[config.mk]
export PLATFORM = sky130hd
export DESIGN_NAME = banner_scroller
export DESIGN_NICKNAME = d
export VERILOG_FILES = /design/src/rtl/banner_scroller.sv
export SDC_FILE = /design/constraint.sdc
export NUM_CORES = 2
export LEC_CHECK = 0
export CAP_MARGIN = 40
export CORE_AREA = 3 3 594 596
export CTS_CLUSTER_SIZE = 40
export DETAILED_ROUTE_END_ITERATION = 6
export DIE_AREA = 0 0 597 599
export PLACE_DENSITY = 0.46
export SYNTH_ARGS = -nofsm -noshare
export SYNTH_HDL_FRONTEND = slang
export SYNTH_SLANG_ARGS = --single-unit
[constraint.sdc]
create_clock -name clk -period 8.5 [get_ports clk]
set_input_delay 2.125 -clock clk [delete_from_list [all_inputs] [get_ports clk]]
set_output_delay 2.125 -clock clk [all_outputs]
set_load 0.05 [all_outputs]
[src/rtl/banner_scroller.sv]
// Banner scroller: windows a wide red/green message bitmap onto the LED matrix
// with static, scroll-left, scroll-right and blink animation, stepped by an
// internal clock divider.
module banner_scroller #(
    parameter int ROWS        = 16,
    parameter int COLS        = 16,
    parameter int MSG_COLS    = 32,
    parameter int STEP_CYCLES = 25000000,
    localparam int OFF_W      = (MSG_COLS > 1) ? $clog2(MSG_COLS) : 1
) (
    input  logic                     clk,
    input  logic                     reset_n,
    input  logic                     enable,
    input  logic                     restart,
    input  logic [1:0]               mode,
    input  logic [ROWS*MSG_COLS-1:0] msg_red,
    input  logic [ROWS*MSG_COLS-1:0] msg_grn,
    output logic [ROWS*COLS-1:0]     RedPixels,
    output logic [ROWS*COLS-1:0]     GrnPixels,
    output logic [OFF_W-1:0]         offset,
    output logic                     step,
    output logic                     wrap
);

    localparam logic [1:0] MODE_STATIC = 2'd0;
    localparam logic [1:0] MODE_LEFT   = 2'd1;
    localparam logic [1:0] MODE_RIGHT  = 2'd2;
    localparam logic [1:0] MODE_BLINK  = 2'd3;

    localparam int               DIV_W    = $clog2(STEP_CYCLES);
    localparam logic [DIV_W-1:0] DIV_LAST = DIV_W'(STEP_CYCLES - 1);
    localparam logic [OFF_W-1:0] OFF_MAX  = OFF_W'(MSG_COLS - 1);
    localparam logic [OFF_W:0]   MSG_X    = (OFF_W + 1)'(MSG_COLS);

    logic [DIV_W-1:0]     div_q, div_d;
    logic [OFF_W-1:0]     off_q, off_d;
    logic                 vis_q, vis_d;
    logic                 step_q, step_d;
    logic                 wrap_q, wrap_d;
    logic                 step_ev;
    logic                 vis_eff;
    logic [ROWS*COLS-1:0] red_q, red_d;
    logic [ROWS*COLS-1:0] grn_q, grn_d;
    logic [OFF_W-1:0]     col_idx [COLS];

    // Divider, offset, visibility and pulse next-state; restart overrides a coincident step.
    always_comb begin
        step_ev = enable && (div_q == DIV_LAST);
        div_d   = div_q;
        off_d   = off_q;
        vis_d   = vis_q;
        step_d  = 1'b0;
        wrap_d  = 1'b0;
        if (restart) begin
            div_d = '0;
            off_d = '0;
            vis_d = 1'b1;
        end else if (enable) begin
            div_d = step_ev ? '0 : div_q + 1'b1;
            if (mode != MODE_BLINK) begin
                vis_d = 1'b1;
            end
            if (step_ev) begin
                step_d = 1'b1;
                case (mode)
                    MODE_LEFT: begin
                        if (off_q == '0) begin
                            off_d  = OFF_MAX;
                            wrap_d = 1'b1;
                        end else begin
                            off_d = off_q - 1'b1;
                        end
                    end
                    MODE_RIGHT: begin
                        if (off_q == OFF_MAX) begin
                            off_d  = '0;
                            wrap_d = 1'b1;
                        end else begin
                            off_d = off_q + 1'b1;
                        end
                    end
                    MODE_BLINK:  vis_d = ~vis_q;
                    MODE_STATIC: ;
                    default:     ;
                endcase
            end
        end
    end

    // Non-blink modes show the message immediately, even if the blink phase was blank.
    assign vis_eff = vis_q | (mode != MODE_BLINK);

    // Message column shown in display column c: (offset + c) wrapped by explicit compare.
    for (genvar c = 0; c < COLS; c++) begin : g_col
        localparam logic [OFF_W:0] C_X = (OFF_W + 1)'(c);
        logic [OFF_W:0] sum;
        assign sum        = {1'b0, off_q} + C_X;
        assign col_idx[c] = (sum >= MSG_X) ? OFF_W'(sum - MSG_X) : sum[OFF_W-1:0];
    end

    // Per-row gather of the visible window for red and green.
    for (genvar r = 0; r < ROWS; r++) begin : g_row
        logic [MSG_COLS-1:0] row_red;
        logic [MSG_COLS-1:0] row_grn;
        assign row_red = msg_red[r*MSG_COLS +: MSG_COLS];
        assign row_grn = msg_grn[r*MSG_COLS +: MSG_COLS];
        for (genvar c = 0; c < COLS; c++) begin : g_pix
            assign red_d[r*COLS+c] = vis_eff & row_red[col_idx[c]];
            assign grn_d[r*COLS+c] = vis_eff & row_grn[col_idx[c]];
        end
    end

    // Control state registers.
    always_ff @(posedge clk or negedge reset_n) begin
        if (!reset_n) begin
            div_q  <= '0;
            off_q  <= '0;
            vis_q  <= 1'b1;
            step_q <= 1'b0;
            wrap_q <= 1'b0;
        end else begin
            div_q  <= div_d;
            off_q  <= off_d;
            vis_q  <= vis_d;
            step_q <= step_d;
            wrap_q <= wrap_d;
        end
    end

    // Pixel registers reload every enabled cycle and hold while disabled.
    always_ff @(posedge clk or negedge reset_n) begin
        if (!reset_n) begin
            red_q <= '0;
            grn_q <= '0;
        end else if (enable) begin
            red_q <= red_d;
            grn_q <= grn_d;
        end
    end

    assign RedPixels = red_q;
    assign GrnPixels = grn_q;
    assign offset    = off_q;
    assign step      = step_q;
    assign wrap      = wrap_q;

endmodule
==> flow_metrics.env <==
export IMPL_vdd_drop_max_v=0.000187
export IMPL_antenna_found_initial=396
export IMPL_worstHoldStart="GrnPixels[197]$_DFFE_PN0P_"
export IMPL_max_freq_mhz=191
export IMPL_finalSetupTns_ps=0
export IMPL_finalHoldViolations=0
export IMPL_fin_ws_ps=3250
export IMPL_fin_crit_sh=0.617
export IMPL_routedWlPerCell_microns=49.5
export IMPL_grt_max_degree=158
export IMPL_placedCellCount=13600
export IMPL_regArea_sq_um=13700
export IMPL_fillers=36100
export IMPL_status="completed"
export IMPL_wl_microns=692000
export IMPL_syn_inst=8000
export IMPL_crit_path_end_kind="flop"
export IMPL_arrival_ps=5890
export IMPL_drtIter0Drc=15200
export IMPL_period_minus_slack_ps=5250
export IMPL_final_layout_size_suffix_gt1_frac=0.228
export IMPL_die_h_microns=599
export IMPL_tightest_slew_ps=1160
export IMPL_synth_area_leaders="mux4_2, dfrtp_1, mux2i_1"
export IMPL_initial_core_util=0.222
export IMPL_regToRegStartpoint="offset[1]$_DFFE_PN0P_"
export IMPL_ys_ff_latch=545
export IMPL_grt_pass1_vias=79300
export IMPL_path_class="in2reg"
export IMPL_crit_path_start_kind="input port"
export IMPL_min_path_type="reg2reg"
export IMPL_post_cts_setup_buffers=0
export IMPL_via_per_inst=6.31
export IMPL_maxSlewViolCount=0
export IMPL_dp_slack_ps=2720
export IMPL_relSlewSlack=0.225
export IMPL_drc=0
export IMPL_cts_sinks=545
export IMPL_ctsLongestPathBuffers=3
export IMPL_async_flop_share=1.00
export IMPL_core_sq_um=349000
export IMPL_numCtsBuffers=87
export IMPL_final_cells=14000
export IMPL_dp_hpwl_microns=548000
export IMPL_synthToLayoutAreaGrowth_pct=34.0
export IMPL_multi_input_area_sq_um=59800
export IMPL_ctsHoldBuffers=0
export IMPL_synthesis_area_sq_um=77300
export IMPL_synth_distinct_cells=69
export IMPL_required_ps=9140
export IMPL_die_area_sq_um=358000
export IMPL_cts_resized=0
export IMPL_cts_tree="yes"
export IMPL_vias=88300
export IMPL_yosysTopAreaCell="mux4_2"
export IMPL_path_clk_slew_ps=60
export IMPL_gr_total_overflow=0
export IMPL_critPathMaxFanout=38
export IMPL_nets=10200
export IMPL_clock_latency_ps=770
export IMPL_yosysWarningCount=0
export IMPL_dr_pass1_iters=6
export IMPL_synth_top_area_frac=0.291
export IMPL_p_per_area_nw_per_um2=116
export IMPL_avgSynthCellArea_sq_um=9.66
export IMPL_yosysSeqAreaShare=0.176
export IMPL_skew_ps=30.8
export IMPL_power_leakage_nw=36.5
export IMPL_synth_fp_nets=9048
export IMPL_cts_htree_levels=3
export IMPL_die_width_microns=597
export IMPL_synth_edf_count=0
export IMPL_cts_root_buf="clkbuf_16"
export IMPL_rsz0062_at_grt="false"
export IMPL_place_congestion=1.04
export IMPL_setup_worst_path_start="mode[1]"
export IMPL_ios=1549
export IMPL_grt_pass1_wl_microns=870000
export IMPL_cap_violations=0
export IMPL_portBuffers=1548
export IMPL_detail_route_antenna_nets=0
export IMPL_fp_row_count=217
export IMPL_setup_viol=0
export IMPL_ys_flop_type="dfrtp_1"
export IMPL_grt_usage=0.370
## synth_stat cells (32+ instances only)
cell	number
nand2_1	1225
mux4_2	1000
mux2i_1	953
dfrtp_1	544
clkbuf_1	511
a21oi_1	494
mux2_2	476
o211ai_1	377
nor2_1	333
o21ai_0	294
nand3_1	288
buf_2	213
inv_1	172
o22ai_1	162
a211oi_1	154
buf_1	99
a221o_1	66
a32o_1	66
o221ai_1	64
buf_4	47
or3_1	38
nor3_1	37
o2bb2ai_1	35
a221oi_1	32
xnor2_1	32
## path summary, 6_finish.rpt
kind                                               to  slack, ps  cells after the start
max in group asynchronous   RedPixels[96]$_DFFE_PN0P_       5520                      2
hold reg to reg            GrnPixels[197]$_DFFE_PN0P_        490                      2
setup reg to reg            GrnPixels[73]$_DFFE_PN0P_       3340                      9
min in group asynchronous   GrnPixels[40]$_DFFE_PN0P_       1350                      1
hold / removal             GrnPixels[197]$_DFFE_PN0P_        490                      2
setup / recovery           RedPixels[212]$_DFFE_PN0P_       3250                      7
## cell type report
class / count / share of cell area
Clock inverter: 34 / 0.00473
Antenna cell: 199 / 0.00480
Clock buffer: 125 / 0.0242
Sequential cell: 545 / 0.132
Multi-Input combinational cell: 6399 / 0.577
Inverter: 174 / 0.00668
Timing Repair Buffer: 1921 / 0.195
Tap cell: 4599 / 0.0555
## power breakdown
group / internal (mW) / switching, mW
sequential: 2.82 / 0.312
combinational: 1.72 / 3.07
clock: 2.36 / 1.74
## per-stage QoR
stage	utilization	hold slack [ps]	cell area [sq um]	total power, mW
after global placement	0.279	464	97200	7.58
after CTS	0.295	488	103000	11.9
after detailed placement	0.286	470	99800	7.74
after floorplan	-	505	77300	5.02
final	0.297	489	104000	12.0
after global routing	0.297	505	103000	12.2
## cells by family after synthesis
logic type               synth area share
XOR/XNOR                          0.00605
adder cells (fa/ha/maj)           0.00291
AND/OR/NAND/NOR                     0.104
AO/OA/AOI/OAI                       0.168
flip-flops                          0.176
multiplexers                        0.484
buffers and inverters              0.0582
## routing by layer
layer | track usage | wire (microns)
met5 | 0 | 1300
met3 | 0.232 | 122000
met1 | 0.487 | 278000
met2 | 0.459 | 254000
met4 | 0.174 | 36200
## placed cells by master, fill, tap and decap left out, types with 162 or more instances in the layout
cell	n
clkdlybuf4s50_1	1546
nand2_1	1219
mux4_2	1000
mux2i_1	931
dfrtp_1	540
a21oi_1	493
mux2_2	476
o211ai_1	377
nor2_1	321
o21ai_0	294
nand3_1	284
buf_4	217
diode_2	199
inv_1	168
o22ai_1	162
## critical path, stage by stage
cell,delay [ps]
clkdlybuf4s50_1,520
ha_1,450
a21o_4,720
buf_4,810
nor2_4,210
buf_4,380
a221o_1,390
## registers in the layout, indices dropped and copies added (netlist names)
| register | cells |
|---|---|
| step | 1 |
| vis_q | 1 |
| RedPixels | 256 |
| offset | 5 |
| GrnPixels | 256 |
| div_q | 25 |
| wrap | 1 |
No activity file was read; power rests on OpenSTA's default activity.
